===== config.mk =====
export PLATFORM = sky130hd
export DESIGN_NAME = fetch_ctrl
export DESIGN_NICKNAME = d
export VERILOG_FILES = /design/src/rtl/fetch_ctrl.sv
export SDC_FILE = /design/constraint.sdc
export NUM_CORES = 1
export LEC_CHECK = 0
export BUFFER_PORTS_ARGS = -buffer_cell sky130_fd_sc_hd__buf_2
export CORE_MARGIN = 3
export CORE_UTILIZATION = 40
export CTS_BUF_LIST = sky130_fd_sc_hd__clkbuf_16
export CTS_CLUSTER_SIZE = 40
export DETAILED_ROUTE_END_ITERATION = 12
export HOLD_SLACK_MARGIN = 0.03
export PLACE_DENSITY_LB_ADDON = 0.2
export SLEW_MARGIN = 20
export SYNTH_ARGS = -nofsm -noshare
export SYNTH_HDL_FRONTEND = slang
export SYNTH_SLANG_ARGS = --single-unit
export TNS_END_PERCENT = 1

===== constraint.sdc =====
create_clock -name clk -period 9.15 [get_ports clk]
set_input_delay 1.83 -clock clk [delete_from_list [all_inputs] [get_ports clk]]
set_output_delay 1.83 -clock clk [all_outputs]
set_load 0.01 [all_outputs]

===== src/rtl/fetch_ctrl.sv =====
// fetch_ctrl -- instruction fetch sequencer with a branch-target table and a
// return-address stack.
//
// Ports:
//   clk        single clock; all state changes on its rising edge
//   reset      synchronous active-high reset (IDLE, pc 0, stack empty)
//   req        start / restart request (honoured in IDLE and HALT)
//   stall      freezes pc, stack and state while in RUN
//   done       halt instruction decoded at the current pc_out
//   br_taken   branch taken; jmp selects absolute (1) or signed relative (0)
//   call       call to absolute table target, pushes pc_out + 1
//   ret        return to the most recently pushed address
//   lut_idx    combinational read index into the branch-target table
//   lut_we / lut_waddr / lut_wdata   table write port (any state)
//   pc_out     current fetch address
//   halt       program finished
//   ras_err    sticky stack overflow / underflow flag
module fetch_ctrl #(
  parameter int PC_W      = 11,
  parameter int LUT_AW    = 6,
  parameter int RAS_DEPTH = 4,
  parameter int LAST_PC   = 2**PC_W - 1
) (
  input  logic              clk,
  input  logic              reset,
  input  logic              req,
  input  logic              stall,
  input  logic              done,
  input  logic              br_taken,
  input  logic              jmp,
  input  logic              call,
  input  logic              ret,
  input  logic [LUT_AW-1:0] lut_idx,
  input  logic              lut_we,
  input  logic [LUT_AW-1:0] lut_waddr,
  input  logic [PC_W-1:0]   lut_wdata,
  output logic [PC_W-1:0]   pc_out,
  output logic              halt,
  output logic              ras_err
);

  // Occupancy counter must represent 0..RAS_DEPTH inclusive.
  localparam int             CW        = $clog2(RAS_DEPTH + 1);
  localparam logic [CW-1:0]  RAS_FULL  = CW'(RAS_DEPTH);
  localparam logic [31:0]    LAST_PC_U = 32'(LAST_PC);

  typedef enum logic [1:0] {IDLE, RUN, HALT} state_t;

  state_t          state_reg, state_next;
  logic [PC_W-1:0] pc_reg, pc_next;
  logic [CW-1:0]   ras_cnt_reg, ras_cnt_next;
  logic            ras_err_reg, ras_err_next;
  logic            ras_push;

  // Stack storage is sized to the counter range so any counter value is a
  // legal index; only the first RAS_DEPTH entries are ever written.
  logic [PC_W-1:0] ras_mem [2**CW];
  logic [PC_W-1:0] lut_mem [2**LUT_AW];

  logic [PC_W-1:0] lut_q;
  logic [PC_W-1:0] pc_inc;
  logic [PC_W-1:0] ras_top;
  logic            at_last;

  // Combinational read: a same-cycle write lands on the edge, so a read of
  // the same index sees the old contents.
  assign lut_q   = lut_mem[lut_idx];
  assign pc_inc  = pc_reg + PC_W'(1);
  assign ras_top = ras_mem[ras_cnt_reg - CW'(1)];
  // Compared at 32 bits so a LAST_PC beyond the pc range never matches.
  assign at_last = (32'(pc_reg) == LAST_PC_U);

  // Table has no reset: contents survive a reset.
  always_ff @(posedge clk) begin
    if (lut_we) begin
      lut_mem[lut_waddr] <= lut_wdata;
    end
  end

  always_ff @(posedge clk) begin
    if (ras_push) begin
      ras_mem[ras_cnt_reg] <= pc_inc;
    end
  end

  always_ff @(posedge clk) begin
    if (reset) begin
      state_reg   <= IDLE;
      pc_reg      <= '0;
      ras_cnt_reg <= '0;
      ras_err_reg <= 1'b0;
    end else begin
      state_reg   <= state_next;
      pc_reg      <= pc_next;
      ras_cnt_reg <= ras_cnt_next;
      ras_err_reg <= ras_err_next;
    end
  end

  always_comb begin
    state_next   = state_reg;
    pc_next      = pc_reg;
    ras_cnt_next = ras_cnt_reg;
    ras_err_next = ras_err_reg;
    ras_push     = 1'b0;

    unique case (state_reg)
      IDLE: begin
        pc_next = '0;
        if (req) begin
          state_next = RUN;
        end
      end

      RUN: begin
        if (!stall) begin
          // Halting wins over any pc or stack update in the same cycle.
          if (done || at_last) begin
            state_next = HALT;
          end else if (ret) begin
            if (ras_cnt_reg != '0) begin
              pc_next      = ras_top;
              ras_cnt_next = ras_cnt_reg - CW'(1);
            end else begin
              pc_next      = pc_inc;
              ras_err_next = 1'b1;
            end
          end else if (call) begin
            pc_next = lut_q;
            if (ras_cnt_reg != RAS_FULL) begin
              ras_push     = 1'b1;
              ras_cnt_next = ras_cnt_reg + CW'(1);
            end else begin
              ras_err_next = 1'b1;
            end
          end else if (br_taken) begin
            // Modular add equals a signed offset add at this width.
            pc_next = jmp ? lut_q : (pc_reg + lut_q);
          end else begin
            pc_next = pc_inc;
          end
        end
      end

      HALT: begin
        if (req) begin
          state_next   = RUN;
          pc_next      = '0;
          ras_cnt_next = '0;
          ras_err_next = 1'b0;
        end
      end

      default: begin
        state_next = IDLE;
        pc_next    = '0;
      end
    endcase
  end

  assign pc_out  = pc_reg;
  assign halt    = (state_reg == HALT);
  assign ras_err = ras_err_reg;

endmodule


=== Word level (Yosys, flattened, before mapping) ===
Memories as Yosys holds them, arrays and structs flattened.
Index checks and enable logic that the tools add are counted.

* Equality and inequality tests: 14
* Add/subtract/negate cells: 4
* Multiplexer cells: 39
* Reduce and logical (&&, ||, !) cells: 9

{| class="wikitable"
|+ Operator list
! cell !! count
|-
| $mux 11 || 8
|-
| $pmux 11 s2 || 1
|-
| $mux 3 || 7
|-
| $ne 3x3->1 const B || 6
|-
| $mux 1 || 17
|-
| $reduce_and 7->1 || 2
|-
| $add 11x1->11 const B || 1
|-
| $add 11x11->11 || 1
|-
| $eq 11x11->1 const B || 1
|-
| $ne 2x2->1 const B || 4
|-
| $mux 2 || 3
|-
| $pmux 3 s2 || 1
|-
| $reduce_and 3->1 || 2
|-
| $pmux 2 s2 || 1
|-
| $add 3x1->3 const B || 1
|-
| $reduce_bool 3->1 || 1
|-
| $sub 3x1->3 const B || 1
|-
| $eq 2x1->1 const B || 1
|-
| $eq 2x2->1 const B || 1
|-
| $logic_not 2->1 || 1
|-
| $ne 2x1->1 const B || 1
|-
| $pmux 1 s2 || 1
|-
| $reduce_bool 2->1 || 1
|-
| $reduce_or 2->1 || 1
|-
| $logic_or 1x1->1 || 1
|}

* Memories kept: 2
* Output and inout bits: 13
* Input port bits: 33
* Word-level logic and storage cells: 72
* Memory bits (writable): 792
* Register bits after elaboration: 17

{| class="wikitable"
|+ Memory list
! memory !! words !! width !! rd ports !! clocked after memory_dff !! wr ports !! line !! RTL
|-
| lut_mem || 64 || 11 || 1 || 0 || 1 || 58 || <nowiki>logic [PC_W-1:0] lut_mem [2**LUT_AW];</nowiki>
|-
| ras_mem || 8 || 11 || 1 || 0 || 1 || 57 || <nowiki>logic [PC_W-1:0] ras_mem [2**CW];</nowiki>
|}

=== Depth between registers and ports, before layout ===
* Depth after elaboration: 9
* Depth in mapped cells: 16
* Gate-level depth less buffers: 13

=== Worst setup path after synthesis ===
Ideal clock, no wire load.

* Path kind: input to register
* Start point: input port lut_idx[1]
* End point: register pc_reg[6] (netlist: pc_out[6])
* Arrival time: 5615 ps
* Library setup time: 134 ps
* Path slack: 3402 ps
* Stages: 14
* Path through: buf_2 clkbuf_1 clkbuf_1 mux4_2 mux4_2 mux4_2 ha_1 fa_1 a21oi_1 o211ai_1 or3_1 a32o_1 a22oi_1 a211oi_1

* Cells in the longest elaborated chain, start to end: 9

{| class="wikitable"
|+ Ends and longest elaborated chain
! item !! line !! RTL
|-
| start, declared || 33 || <nowiki>input logic [LUT_AW-1:0] lut_idx,</nowiki>
|-
| $mem_v2 64x11 * || -- ||
|-
| $add 11x11->11 || 138 || <nowiki>pc_next = jmp ? lut_q : (pc_reg + lut_q);</nowiki>
|-
| $mux 11 || 138 ||
|-
| $mux 11 || 136 || <nowiki>end else if (br_taken) begin</nowiki>
|-
| $mux 11 * || 128 || <nowiki>end else if (call) begin</nowiki>
|-
| $mux 11 * || 120 || <nowiki>end else if (ret) begin</nowiki>
|-
| $mux 11 * || 118 || <nowiki>if (done || at_last) begin</nowiki>
|-
| $mux 11 * || 116 || <nowiki>if (!stall) begin</nowiki>
|-
| $pmux 11 s2 * || 107 || <nowiki>unique case (state_reg)</nowiki>
|-
| end signal, assigned || 94 || <nowiki>pc_reg <= pc_next;</nowiki>
|-
| end, declared || 50 || <nowiki>logic [PC_W-1:0] pc_reg, pc_next;</nowiki>
|}

Every way passes the cells marked *; elsewhere a longest branch is shown, timed or not. The select of a mux whose other input is x is not followed.
A chain may end at the register's enable or synchronous reset.

=== Worst setup path after layout ===
* Start point: input port lut_idx[0]
* End point: register pc_reg[10] (netlist: pc_out[10])

Same word-level chain as after synthesis.

==> flow_summary.toml <==
[run_status]
run_status = "completed"

[sta]
hold-worst-slack_ns = 0.4964
period_minus_slack_ns = 6.002
timing_max_transition_violations_final = 0
clock-skew-final_ns = 0.01976
setup-tns-final_ns = 0
setup_violations = 0
finalCritPeriodShare_pct = 65.60
rsz0062_at_grt = "false"
max_freq_mhz = 166.6
worst_slew_margin_rel_pct = 25.43
final_hold_viol_count = 0
worstMarginPinSlew_ns = 1.114
final.setup.worst_slack_ns = 3.148

[placed_design]
place.detailed.instances = 2619
place.port_buffers = 45
pre_cts_slack_ns = 2.495
place_hpwl_um = 46100
finalWeightedCongestion = 0.8134

[cts]
cts_tree = "done"
cts_hold_buf = 0
post_cts_buffers = 0
clk_latency_ns = 0.63
clkSinkCount = 809
cts_root_buf = "sky130_fd_sc_hd__clkbuf_16"
cts_inserted_buffers = 87
max_buffers_root_to_sink = 3
post_cts.resized_instances = 0
clkTransAtPathRegs_ns = 0.06
cts_h_tree_depth = 3

[setup_path]
critical-path-max-stage-delay_ns = 0.55
worst-setup-path-type = "in -> reg"
slowest_cell_on_the_critical_path = "sky130_fd_sc_hd__buf_8"
end_kind = "register"
timing.critical_path.mode_cell = "sky130_fd_sc_hd__mux4_2"
setup.worst_path.start_class = "input port"
path_max_fanout = 70
critPathRequiredTime_ns = 9.65
cell_breakdown_of_the_critical_path = "buf_8, buf_12, mux4_2, mux4_2, mux4_2, ha_1, fa_1, a21oi_1, o211ai_1, o21ai_0, o21ai_0, mux2i_1, xor2_1, a22oi_1"
worst-endpoint-arrival_ns = 6.50

[pwr]
share_seq_of_total_power_pct = 51.7
power_frac_comb_pct = 6.2
net-switching-power_mw = 1.728
power_density_nw_per_um2 = 215.6
power_report.internal_total_mw = 6.227
vdd_drop_max_v = 0.0001304
power_switching_share_pct = 21.72
clock_power_share_pct = 42.1
leakagePower_nw = 11.74

[floorplanning]
die-width_um = 289.9
design.portCount = 46
fp-row-count = 103
fp.dieH_um = 289.9
floorplan_core_area_um2 = 79390
floorplan.initialDensity_pct = 40.61
die_area_um2 = 84050

[global_routing]
antenna_found_initial = 3
grtUsageTotal_pct = 18.38
maximum_number_of_pins_on_one_net_before_global_route_repair = 77
first_global_vias = 16210
grt_remaining_overflow = 0
grt_pass1_wl_um = 113200

[layout]
final_cell_count_no_fill = 2779
design.final.nets = 1706
largest_reg_flops = 704
largest_register = "lut_mem"
layout-drive-gt1-share_pct = 30.03
layout-area-overhead-vs-synth_pct = 14.43

[synthesis]
synth_cell_type_count = 50
yosysSeqAreaShare_pct = 74.82
top_cell_type_s_share_of_synthesized_area_pct = 73.76
synth_flop_cell = "sky130_fd_sc_hd__edfxtp_1"
netlist_instances = 1519
netlist.top_cell.by_area = "sky130_fd_sc_hd__edfxtp_1"
synthesis.area_um2 = 32240
syn_area_per_cell_um2 = 21.23
synth.net_count = 1567
yosys_warnings = 0
ys_async_sr_fraction_pct = 0
synth.ff_latch_count = 809
largest_cells_by_area_after_synthesis = "sky130_fd_sc_hd__edfxtp_1, sky130_fd_sc_hd__mux4_2, sky130_fd_sc_hd__nor2_1"
synth_edf_count = 792

[min_path]
min_path_type = "reg -> reg"

[route]
post-route-drc-count = 0
wirelength_um = 77070
postRouteAntennaNets = 0
via_count = 15710
routed_wire_length_per_instance_um = 27.73
drt_first_pass_iters = 5
detail_route.vias_per_cell = 5.654
first_iter_violations = 1483

[job]
drv.max_cap_violation_count = 0
## worst paths after layout
| kind | from | slack [ns] | to | cells after the start |
|---|---|---|---|---|
| setup / recovery | lut_idx[0] | 3.15 | pc_out[10]$_SDFFE_PP0P_ | 14 |
| setup reg to reg | lut_mem[62][0]$_DFFE_PP_ | 5.03 | pc_out[10]$_SDFFE_PP0P_ | 12 |
| hold reg to reg | ras_err$_SDFFE_PP0P_ | 0.50 | ras_err$_SDFFE_PP0P_ | 2 |
| hold / removal | ras_err$_SDFFE_PP0P_ | 0.50 | ras_err$_SDFFE_PP0P_ | 2 |
## final cells by class
type                    count  area (µm²)
clock buffers              89        2227
diodes                      1       2.502
clock inverters            70       501.7
well taps                1050        1314
multi-input cells         619        7775
inverters                  16       60.06
fillers                  6665       42490
flip-flops and latches    809       24120
repair buffers            125       892.1
## power groups by stage
stage                     combinational, mW  sequential [mW]  clock [mW]
after CTS                             0.507             4.11        3.42
after floorplan                       0.302             4.18           0
final                                 0.497             4.11        3.35
after global routing                  0.535             4.11        3.58
after global placement                0.498             4.19           0
after detailed placement              0.506             4.19           0
## layout by cell type, fill, tap and decap left out, drive strengths merged, types with 7 or more instances in the layout
cell,instances
nand3,18
edfxtp,792
buf,124
ha,14
o21ai,27
clkinv,40
mux2i,21
or3,7
a21oi,31
mux4,244
nor2,99
a22oi,9
dfxtp,17
nor2b,9
inv,33
nand2,37
clkinvlp,7
clkbuf,90
nor3,11
xnor2,11
a211oi,10
## cell usage after synthesis, drive strengths merged (2+ instances only)
cell	instances
nor3	11
nand4	5
xnor2	11
a21o	4
dfxtp	17
and2	4
mux4	244
a21oi	31
nor4	2
o211ai	6
nand3b	3
inv	14
a221o	2
a22o	6
a221oi	3
mux2i	21
o31ai	6
a31oi	2
nand2	37
o21ai	27
nor2	99
nand3	18
clkinv	2
xor2	6
nand2b	6
edfxtp	792
or3	7
a211oi	10
a22oi	9
or3b	2
nor2b	9
o21bai	2
buf	41
ha	14
clkbuf	34
## stage by stage
| stage | area (µm²) | power, mW | utilization [%] |
|---|---|---|---|
| after floorplan | 32240 | 4.486 | - |
| after global placement | 34140 | 4.685 | 43.00 |
| after detailed placement | 34150 | 4.694 | 43.01 |
| after CTS | 36880 | 8.037 | 46.45 |
| after global routing | 36890 | 8.220 | 46.47 |
| final | 36900 | 7.955 | 46.48 |
## logic make-up (layout without fill, tap and decap cells)
kind of cell	count (synthesis)	after routing	synth area share, %
flip-flops	809	809	74.82
multiplexers	266	266	17.73
AND/OR/NAND/NOR	207	207	2.887
AO/OA/AOI/OAI	114	114	2.274
buffers and inverters	91	300	1.222
XOR/XNOR	17	17	0.4618
adder cells (fa/ha/maj)	15	15	0.6054
other	0	1	0
## metal layers
metal | up-vias | GRT usage [%] | share of wire, %
met5 | - | 0 | 0
met4 | 0 | 4.500 | 1.8
met3 | 88 | 2.518 | 5.5
met2 | 503 | 30.25 | 50
met1 | 8458 | 26.19 | 43
li1 | 6663 | - | -
## critical path: cells and delay by family
family                   cells  cell delay, ns
AO/OA/AOI/OAI                5            0.93
XOR/XNOR                     1            0.16
adder cells (fa/ha/maj)      2            0.72
buffers and inverters        2            0.88
multiplexers                 4            1.74
Power figures use the tool's default switching activity.
